`config.mk`:
```
export PLATFORM = sky130hd
export DESIGN_NAME = bin_pixel_packer
export DESIGN_NICKNAME = d
export VERILOG_FILES = /design/src/rtl/bin_pack_pkg.sv /design/src/rtl/pack_fifo2.sv /design/src/rtl/bin_pixel_packer.sv
export SDC_FILE = /design/constraint.sdc
export NUM_CORES = 1
export LEC_CHECK = 0
export ABC_AREA = 1
export CORE_MARGIN = 1.5
export CORE_UTILIZATION = 55
export CTS_BUF_LIST = sky130_fd_sc_hd__clkbuf_16
export DETAILED_ROUTE_END_ITERATION = 8
export PLACE_DENSITY = 0.88
export REMOVE_ABC_BUFFERS = 1
export SYNTH_ARGS = -nofsm -noshare
export SYNTH_HDL_FRONTEND = slang
export SYNTH_SLANG_ARGS = --single-unit
```
`constraint.sdc`:
```
create_clock -name iCLK -period 3.53 [get_ports iCLK]
set_input_delay 0.353 -clock iCLK [delete_from_list [all_inputs] [get_ports iCLK]]
set_output_delay 0.353 -clock iCLK [all_outputs]
set_load 0.01 [all_outputs]
```
`src/rtl/bin_pack_pkg.sv`:
```
// Shared types and constants for the binary pixel packer.
package bin_pack_pkg;

    typedef enum logic [1:0] {
        IDLE   = 2'd0,
        ACTIVE = 2'd1,
        DONE   = 2'd2
    } state_e;

    localparam int PIX_W  = 12;
    localparam int WORD_W = 16;
    localparam int ADDR_W = 16;
    localparam int POP_W  = 19;

    localparam int LINE_PIX_DEF    = 640;
    localparam int LINE_CNT_DEF    = 480;
    localparam int WORDS_PER_FRAME = LINE_PIX_DEF * LINE_CNT_DEF / 16;

    // Foreground when the top 8 bits are strictly above the threshold.
    function automatic logic binarise(input logic [PIX_W-1:0] pix, input logic [7:0] thresh);
        return pix[11:4] > thresh;
    endfunction

endpackage

```
`src/rtl/pack_fifo2.sv`:
```
// Two-entry FIFO for {addr, data} words; push and pop in one cycle are both taken.
module pack_fifo2 #(
    parameter int W = 32
) (
    input  logic         clk_i,
    input  logic         rst_i,
    input  logic         flush_i,
    input  logic         push_i,
    input  logic [W-1:0] data_i,
    input  logic         pop_i,
    output logic [W-1:0] data_o,
    output logic         full_o,
    output logic         empty_o
);

    logic [W-1:0] mem_q [2];
    logic         wr_ptr_q;
    logic         rd_ptr_q;
    logic [1:0]   cnt_q;
    logic         pop_ok;
    logic         push_ok;

    assign full_o  = (cnt_q == 2'd2);
    assign empty_o = (cnt_q == 2'd0);
    assign data_o  = mem_q[rd_ptr_q];
    assign pop_ok  = pop_i && !empty_o;
    // A simultaneous pop frees the slot, so a full queue can still take a push.
    assign push_ok = push_i && (!full_o || pop_ok);

    always_ff @(posedge clk_i or posedge rst_i) begin
        if (rst_i) begin
            mem_q[0] <= '0;
            mem_q[1] <= '0;
            wr_ptr_q <= 1'b0;
            rd_ptr_q <= 1'b0;
            cnt_q    <= 2'd0;
        end else if (flush_i) begin
            wr_ptr_q <= 1'b0;
            rd_ptr_q <= 1'b0;
            cnt_q    <= 2'd0;
        end else begin
            if (push_ok) begin
                mem_q[wr_ptr_q] <= data_i;
                wr_ptr_q        <= ~wr_ptr_q;
            end
            if (pop_ok) begin
                rd_ptr_q <= ~rd_ptr_q;
            end
            cnt_q <= cnt_q + {1'b0, push_ok} - {1'b0, pop_ok};
        end
    end

endmodule

```
`src/rtl/bin_pixel_packer.sv`:
```
// Thresholds pixels to 1 bit, packs 16 per word with frame addressing.
// Define BIN_POPCOUNT_EN to build the per-frame foreground pixel counter.
module bin_pixel_packer
    import bin_pack_pkg::*;
#(
    parameter int LINE_PIX = LINE_PIX_DEF,
    parameter int LINE_CNT = LINE_CNT_DEF,
    parameter int WORD_W   = 16
) (
    input  logic              iCLK,
    input  logic              iRST,
    input  logic              iEN,
    input  logic              iFRAME_START,
    input  logic [PIX_W-1:0]  iDATA,
    input  logic              iDVAL,
    input  logic [7:0]        iTHRESH,
    output logic [WORD_W-1:0] oDATA,
    output logic [ADDR_W-1:0] oWORD_ADDR,
    output logic              oDVAL,
    input  logic              iREADY,
    output logic              oFRAME_DONE,
    output logic              oBUSY,
    output logic              oOVERFLOW,
    output logic              oSYNC_ERR,
    output logic [POP_W-1:0]  oPOP_CNT
);

    localparam int          WPF       = LINE_PIX * LINE_CNT / 16;
    localparam logic [15:0] LAST_ADDR = 16'(WPF - 1);
    localparam int          QW        = ADDR_W + WORD_W;

    state_e              state_q;
    logic [3:0]          bit_cnt_q;
    logic [WORD_W-1:0]   shift_q;
    logic [ADDR_W-1:0]   addr_q;
    logic                ovf_q, serr_q, done_q;

    logic                start_frame, take_pix, pix_bit, word_done;
    logic [3:0]          cnt_base;
    logic [WORD_W-1:0]   shift_base, full_word;
    logic [ADDR_W-1:0]   addr_base;
    logic                q_full, q_empty, q_pop, q_drop;
    logic [QW-1:0]       q_dout;

    // A start pulse (from IDLE, or mid-frame) restarts packing and counts as pixel 0.
    always_comb begin
        start_frame = iFRAME_START && ((state_q == IDLE && iEN) || state_q == ACTIVE);
        take_pix    = iDVAL && (state_q == ACTIVE || start_frame);
        pix_bit     = binarise(iDATA, iTHRESH);
        cnt_base    = start_frame ? 4'd0 : bit_cnt_q;
        shift_base  = start_frame ? '0 : shift_q;
        addr_base   = start_frame ? '0 : addr_q;
        full_word   = shift_base | (WORD_W'(pix_bit) << cnt_base);
        word_done   = take_pix && (cnt_base == 4'd15);
    end

    assign q_pop  = !q_empty && iREADY;
    assign q_drop = word_done && q_full && !q_pop;

    pack_fifo2 #(.W(QW)) u_fifo (
        .clk_i   (iCLK),
        .rst_i   (iRST),
        .flush_i (1'b0),
        .push_i  (word_done),
        .data_i  ({addr_base, full_word}),
        .pop_i   (q_pop),
        .data_o  (q_dout),
        .full_o  (q_full),
        .empty_o (q_empty)
    );

    always_ff @(posedge iCLK or posedge iRST) begin
        if (iRST) begin
            state_q   <= IDLE;
            bit_cnt_q <= 4'd0;
            shift_q   <= '0;
            addr_q    <= '0;
            ovf_q     <= 1'b0;
            serr_q    <= 1'b0;
            done_q    <= 1'b0;
        end else begin
            done_q <= 1'b0;
            case (state_q)
                IDLE: begin
                    if (start_frame) state_q <= ACTIVE;
                end
                ACTIVE: begin
                    if (iFRAME_START) serr_q <= 1'b1;
                    if (word_done && addr_base == LAST_ADDR) begin
                        state_q <= DONE;
                        done_q  <= 1'b1;
                    end
                end
                DONE:    state_q <= IDLE;
                default: state_q <= IDLE;
            endcase
            bit_cnt_q <= take_pix ? cnt_base + 4'd1 : cnt_base;
            shift_q   <= word_done ? '0 : (take_pix ? full_word : shift_base);
            addr_q    <= word_done ? addr_base + 16'd1 : addr_base;
            if (q_drop) ovf_q <= 1'b1;
        end
    end

`ifdef BIN_POPCOUNT_EN
    logic [POP_W-1:0] acc_q, pop_q;

    always_ff @(posedge iCLK or posedge iRST) begin
        if (iRST) begin
            acc_q <= '0;
            pop_q <= '0;
        end else begin
            if (start_frame)   acc_q <= take_pix ? POP_W'(pix_bit) : '0;
            else if (take_pix) acc_q <= acc_q + POP_W'(pix_bit);
            if (state_q == DONE) pop_q <= acc_q;
        end
    end

    assign oPOP_CNT = pop_q;
`else
    assign oPOP_CNT = '0;
`endif

    assign oDATA       = q_dout[WORD_W-1:0];
    assign oWORD_ADDR  = q_dout[QW-1:WORD_W];
    assign oDVAL       = !q_empty;
    assign oFRAME_DONE = done_q;
    assign oBUSY       = (state_q != IDLE);
    assign oOVERFLOW   = ovf_q;
    assign oSYNC_ERR   = serr_q;

endmodule

```
**Word level (Yosys, flattened, before mapping)**

Index checks and enable logic that the tools add are counted.

- Flip-flop bits (word level): 109
- Input bits: 26

- Add/sub/neg operators: 4
- $lt $le $gt $ge: 4
- Equal/unequal tests: 6
- Shift operators: 1
- Mux-type cells: 18
- Bitwise logic cells: 5
- Reductions and logical operators: 22

Operator list:

| kind | number |
|---|---|
| 32-bit 2-to-1 mux | 4 |
| 16-bit 2-to-1 mux | 5 |
| 64-bit bitwise mux | 1 |
| 32-bit demux with 1-bit select | 1 |
| 16-bit by 1-bit adder with 16-bit output (second input constant) | 1 |
| 16-bit by 15-bit equality test with 1-bit output (second input constant) | 1 |
| 16-bit bitwise OR | 1 |
| 1-bit by 4-bit << shifter with 16-bit output | 1 |
| 1-bit logical AND | 11 |
| 8-bit greater-than comparator | 1 |
| 4-bit 2-to-1 mux | 2 |
| 4-bit by 1-bit adder with 4-bit output (second input constant) | 1 |
| 4-bit equality test (second input constant) | 1 |
| 2-bit >= comparator (second input constant) | 2 |
| 2-bit logical NOT | 2 |
| 2-bit 2-to-1 mux | 2 |
| 1-bit NOT with 2-bit output | 2 |
| 2-bit one-hot mux with 2 select lines | 1 |
| 2-bit AND reduction | 2 |
| 1-bit logical NOT | 3 |
| 1-bit logical OR | 3 |
| 2-bit by 1-bit adder with 2-bit output | 1 |
| 2-bit by 1-bit equality test with 1-bit output (second input constant) | 1 |
| 2-bit equality test (second input constant) | 1 |
| other kinds (7) | 9 |

**Logic depth before layout (Yosys ltp)**

- Depth in word-level cells: 10
- Depth in mapped cells: 17
- Gate-level depth less buffers: 15

**Hierarchy**

A second synthesis with hierarchy kept.

- Cell total of the unflattened synthesis: 819
- Area, all modules: 6149.6 sq um

Modules (own cells, without submodules):

| module | times used | cells an instance | area each (sq um) |
|---|---|---|---|
| pack_fifo2 | 1 | 423 | 3364.5 |
| bin_pixel_packer | 1 | 396 | 2785.2 |

**Worst setup path before layout**

No wires, ideal clock.

- Path type: register to register
- Start point: register state_q[1]
- End point: register u_fifo.cnt_q[1]
- Data arrival time: 2.020 ns
- Data required time: 3.401 ns
- Slack: 1.382 ns
- Cell stages (with the launch flop): 16
- Buffers on the path: 1
- Cells stage by stage: dfrtp_1 -> inv_1 -> nand2_1 -> nor2_4 -> inv_2 -> buf_2 -> nand2_2 -> inv_1 -> ha_1 -> nand3_2 -> nor2_4 -> nand2_2 -> inv_2 -> ha_1 -> xnor2_1 -> xor2_1

- Word-level cells in the longest chain between the ends: 10
- Elaborated cells between the ends (all ways): 13

RTL lines:

| what | RTL line | source |
|---|---|---|
| from (decl) | bin_pixel_packer.sv:32 | `state_e state_q;` |
| from (signal assigned) | bin_pixel_packer.sv:74 | `state_q <= IDLE;` |
| from (signal assigned) | bin_pixel_packer.sv:85 | `if (start_frame) state_q <= ACTIVE;` |
| from (signal assigned) | bin_pixel_packer.sv:90 | `state_q <= DONE;` |
| 2-bit logical NOT | bin_pixel_packer.sv:47 | `start_frame = iFRAME_START && ((state_q == IDLE && iEN) \|\| state_q == ACTIVE);` |
| 1-bit logical AND | bin_pixel_packer.sv:47 |  |
| 1-bit logical OR | bin_pixel_packer.sv:47 |  |
| 1-bit logical AND | bin_pixel_packer.sv:47 |  |
| 4-bit 2-to-1 mux or 1-bit logical OR (tied branches) | bin_pixel_packer.sv:50, bin_pixel_packer.sv:48 |  |
| 4-bit equality test or 1-bit logical AND (tied branches) | bin_pixel_packer.sv:54, bin_pixel_packer.sv:48 |  |
| 1-bit logical AND * | bin_pixel_packer.sv:54 | `word_done = take_pix && (cnt_base == 4'd15);` |
| 1-bit logical AND * | pack_fifo2.sv:28 | `assign push_ok = push_i && (!full_o \|\| pop_ok);` |
| named net u_fifo.push_ok | pack_fifo2.sv:21 | `logic push_ok;` |
| 2-bit by 1-bit adder with 2-bit output * | pack_fifo2.sv:49 | `cnt_q <= cnt_q + {1'b0, push_ok} - {1'b0, pop_ok};` |
| 2-bit by 1-bit subtractor with 2-bit output * | pack_fifo2.sv:49 |  |
| to (signal assigned) | pack_fifo2.sv:49 |  |
| to (decl) | pack_fifo2.sv:19 | `logic [1:0] cnt_q;` |

The timed path passes the listed nets; every way through them passes the cells marked *.
A chain may end at the register's enable or synchronous reset.

**Worst setup path after layout**

- Start point: register u_fifo.rd_ptr_q
- End point: output port oDATA[12]

- Word-level cells in the longest chain between the ends: 4

RTL lines:

| what | RTL line | source |
|---|---|---|
| from (decl) | pack_fifo2.sv:18 | `logic rd_ptr_q;` |
| from (signal assigned) | pack_fifo2.sv:47 | `rd_ptr_q <= ~rd_ptr_q;` |
| 1-bit NOT with 2-bit output (not written as such) | pack_fifo2.sv:25 | `assign data_o = mem_q[rd_ptr_q];` |
| 32-bit 2-to-1 mux (not written as such) (3 in series) | pack_fifo2.sv:25 |  |
| to (decl) | bin_pixel_packer.sv:17 | `output logic [WORD_W-1:0] oDATA,` |

Every way passes these cells. The select of a mux whose other input is x is not followed.

==> impl_metrics.json <==
{
  "status": "completed",
  "cts_sinks": 109,
  "ant_nets": 0,
  "pin_count": 82,
  "antenna_found_initial": 0,
  "clock_latency_ns": 0.35,
  "critical-path-top-delay-family": "buffers and inverters",
  "use_met3": 0.0407,
  "fin_setup_tns_ns": 0,
  "rsz0062_at_grt": "no",
  "max_stage_delay_ns": 0.59,
  "num_vias": 4718,
  "cts_root_buf": "clkbuf_16",
  "fin_crit_sh": 0.783,
  "gp_congestion": 0.898,
  "grt_pass1_wl_um": 21800,
  "finalHoldViolations": 0,
  "ff2ff_setup_slack_ns": 1.03,
  "yosysWarnings": 0,
  "vias_per_cell": 5.15,
  "synth-seq-cells": 109,
  "cap_viol_max_count": 0,
  "maxSlewHeadroom": 0.377,
  "rows": 36,
  "cts_hold_buf": 0,
  "worst_ep_required_time_ns": 3.18,
  "skew_ns": 0.00911,
  "hold_ws_ns": 0.462,
  "die-height_um": 104,
  "drive_gt1_frac": 0.0599,
  "cts_buffer_depth": 2,
  "cts_tree": "yes",
  "start_util": 0.571,
  "post-cts-setup-buffers": 0,
  "r2r-end": "u_fifo.mem_q[19]",
  "period_minus_slack_ns": 2.76,
  "min_from": "oSYNC_ERR",
  "grt.total_usage": 0.244,
  "syn_avg_cell_area_um2": 7.74,
  "setup_viol": 0,
  "mostFrequentLayoutCell": "nand2_1",
  "cp_slowest_cell": "clkinv_1",
  "fin_area_um2": 6510,
  "grt_max_degree": 78,
  "hp-class": "flop to flop",
  "final_nets": 818,
  "grt.met1_usage": 0.287,
  "timing.final.ws_setup_ns": 0.765,
  "fmax_mhz": 362,
  "gr-max-usage-layer": "met2",
  "die_w_um": 104,
  "vdd_ir_drop_max_uv": 266,
  "crit_type": "flop to output port",
  "ff2ff_path_depth": 14,
  "arrival_ns": 2.41,
  "cp-start-kind": "flop",
  "synthCells": 727,
  "end_kind": "output port",
  "drv_slew": 0,
  "final_cell_mix": "305 x nand2_1, 109 x dfrtp_1, 70 x inv_1",
  "firstDrtPassIters": 5,
  "met2_usage": 0.450,
  "yosysTopAreaCellShare": 0.484,
  "dpl.hpwl_um": 8530,
  "place_area_um2": 6230,
  "die_area_um2": 10900,
  "pre_cts_ws_ns": 0.734,
  "core_um2": 9860,
  "critPathMaxFanout": 26,
  "synthTopCellsByArea": "dfrtp_1 48%, nand2_1 20%, inv_1 4.7%",
  "grt_pass1_vias": 4821,
  "clk_pin_slew_ns": 0.07,
  "wl_um": 12400,
  "seq_area_frac_synth": 0.484,
  "synth_top_area_cell": "dfrtp_1",
  "synth_area_um2": 5630,
  "wire_per_inst_um": 13.5,
  "numCtsBuffers": 9,
  "ys_types": 30,
  "path_cells": "buf_4 > clkinv_1 > nand2_1 > nand2_1 > clkdlybuf4s50_1",
  "ctsHtreeMaxLevel": 3,
  "hold_depth": 1,
  "crit_top_cell": "nand2_1",
  "tightest_slew_ns": 0.935,
  "area_growth_pct": 15.7,
  "diodes": 0,
  "route.detailed.drc": 0,
  "r2r-start": "state_q[0]",
  "hold_end": "oSYNC_ERR",
  "cp_num_buf_inv": 3,
  "gr-total-overflow": 0,
  "drt_iter0_markers": 311,
  "ctsResizeCount": 0,
  "power.density_nw_per_um2": 459,
  "design_power_total_w": 0.00299,
  "p_leak_nw": 3.38,
  "numPortBuffers": 58
}
[metrics by stage]
| step | cells | utilization |
|---|---|---|
| 6_report | 917 | 0.660 |
| 5_1_grt | 917 | 0.660 |
| 4_1_cts | 917 | 0.660 |
| 3_5_place_dp | 902 | 0.631 |
| 3_3_place_gp | 902 | 0.631 |
| 2_1_floorplan | 700 | - |
[synth_stat cells]
cell        n
ha_1       12
xor2_1     11
buf_2       9
nand4_1    10
nor3_1      5
inv_1      71
nor2_2      3
a21oi_1    19
dfrtp_1   109
o21bai_1    1
nand3_1    15
a21o_1      2
o21ai_1     1
nor2_4      7
clkbuf_1    9
xnor2_1     4
nand3b_1    2
nor2_1     33
and2_1      9
buf_6       6
o21ai_0    49
nand2_1   305
clkinv_1    1
conb_1      1
inv_2       4
nor4_1      1
o21ai_2     1
buf_4      21
nand2_2     4
nand3_2     2
[layer usage]
metal / wire [um] / up-vias
met5: 0 / -
met4: 200 / 0
li1: - / 2306
met3: 573 / 19
met2: 6620 / 156
met1: 4990 / 2237
[state kept, by name (all words and copies together) (netlist names)]
| signal | flops |
|---|---|
| state_q | 2 |
| shift_q | 16 |
| oOVERFLOW | 1 |
| addr_q | 16 |
| u_fifo.wr_ptr_q | 1 |
| oFRAME_DONE | 1 |
| u_fifo.mem_q | 64 |
| u_fifo.cnt_q | 2 |
| oSYNC_ERR | 1 |
| u_fifo.rd_ptr_q | 1 |
| bit_cnt_q | 4 |
[report_power, final]
part / total [W] / leakage, nW / switching, W / internal (W)
Sequential: 0.00130 / 1.42 / 0.0000181 / 0.00128
Combinational: 0.000697 / 1.82 / 0.000399 / 0.000298
Clock: 0.000993 / 0.135 / 0.000448 / 0.000545
Total: 0.00299 / 3.38 / 0.000865 / 0.00213
[layout make-up]
class / instances / area, um^2
fill: 796 / 3350
sequential: 109 / 2730
multi-input combinational: 515 / 2380
timing repair buffer: 69 / 663
inverter: 76 / 288
clock buffer: 9 / 225
tap: 133 / 166
clock inverter: 6 / 62.6
[logic make-up (layout without fill, tap and decap cells)]
kind of cell	after synthesis	in the layout	share of synthesized area
AOI/OAI and AO/OA	73	73	0.0669
xor gates and xnor gates	15	15	0.0233
adders and majority gates	12	12	0.0267
buffers and inverters	121	160	0.105
DFF	109	109	0.484
other	1	19	0.000666
and+or+nand+nor	396	396	0.293
[worst max path at each step]
stage                     from          endpoint  slack [ns]  cells after the start
3_5_place_dp               iEN  u_fifo.mem_q[19]        0.73                     15
2_1_floorplan             iRST         addr_q[0]        0.30                      1
6_report       u_fifo.rd_ptr_q         oDATA[12]        0.77                      5
5_1_grt        u_fifo.rd_ptr_q          oDATA[8]        0.69                      5
4_1_cts        u_fifo.rd_ptr_q         oDATA[12]        0.77                      5
3_3_place_gp               iEN  u_fifo.mem_q[13]        0.82                     15
(Power assumes the default switching activity.)
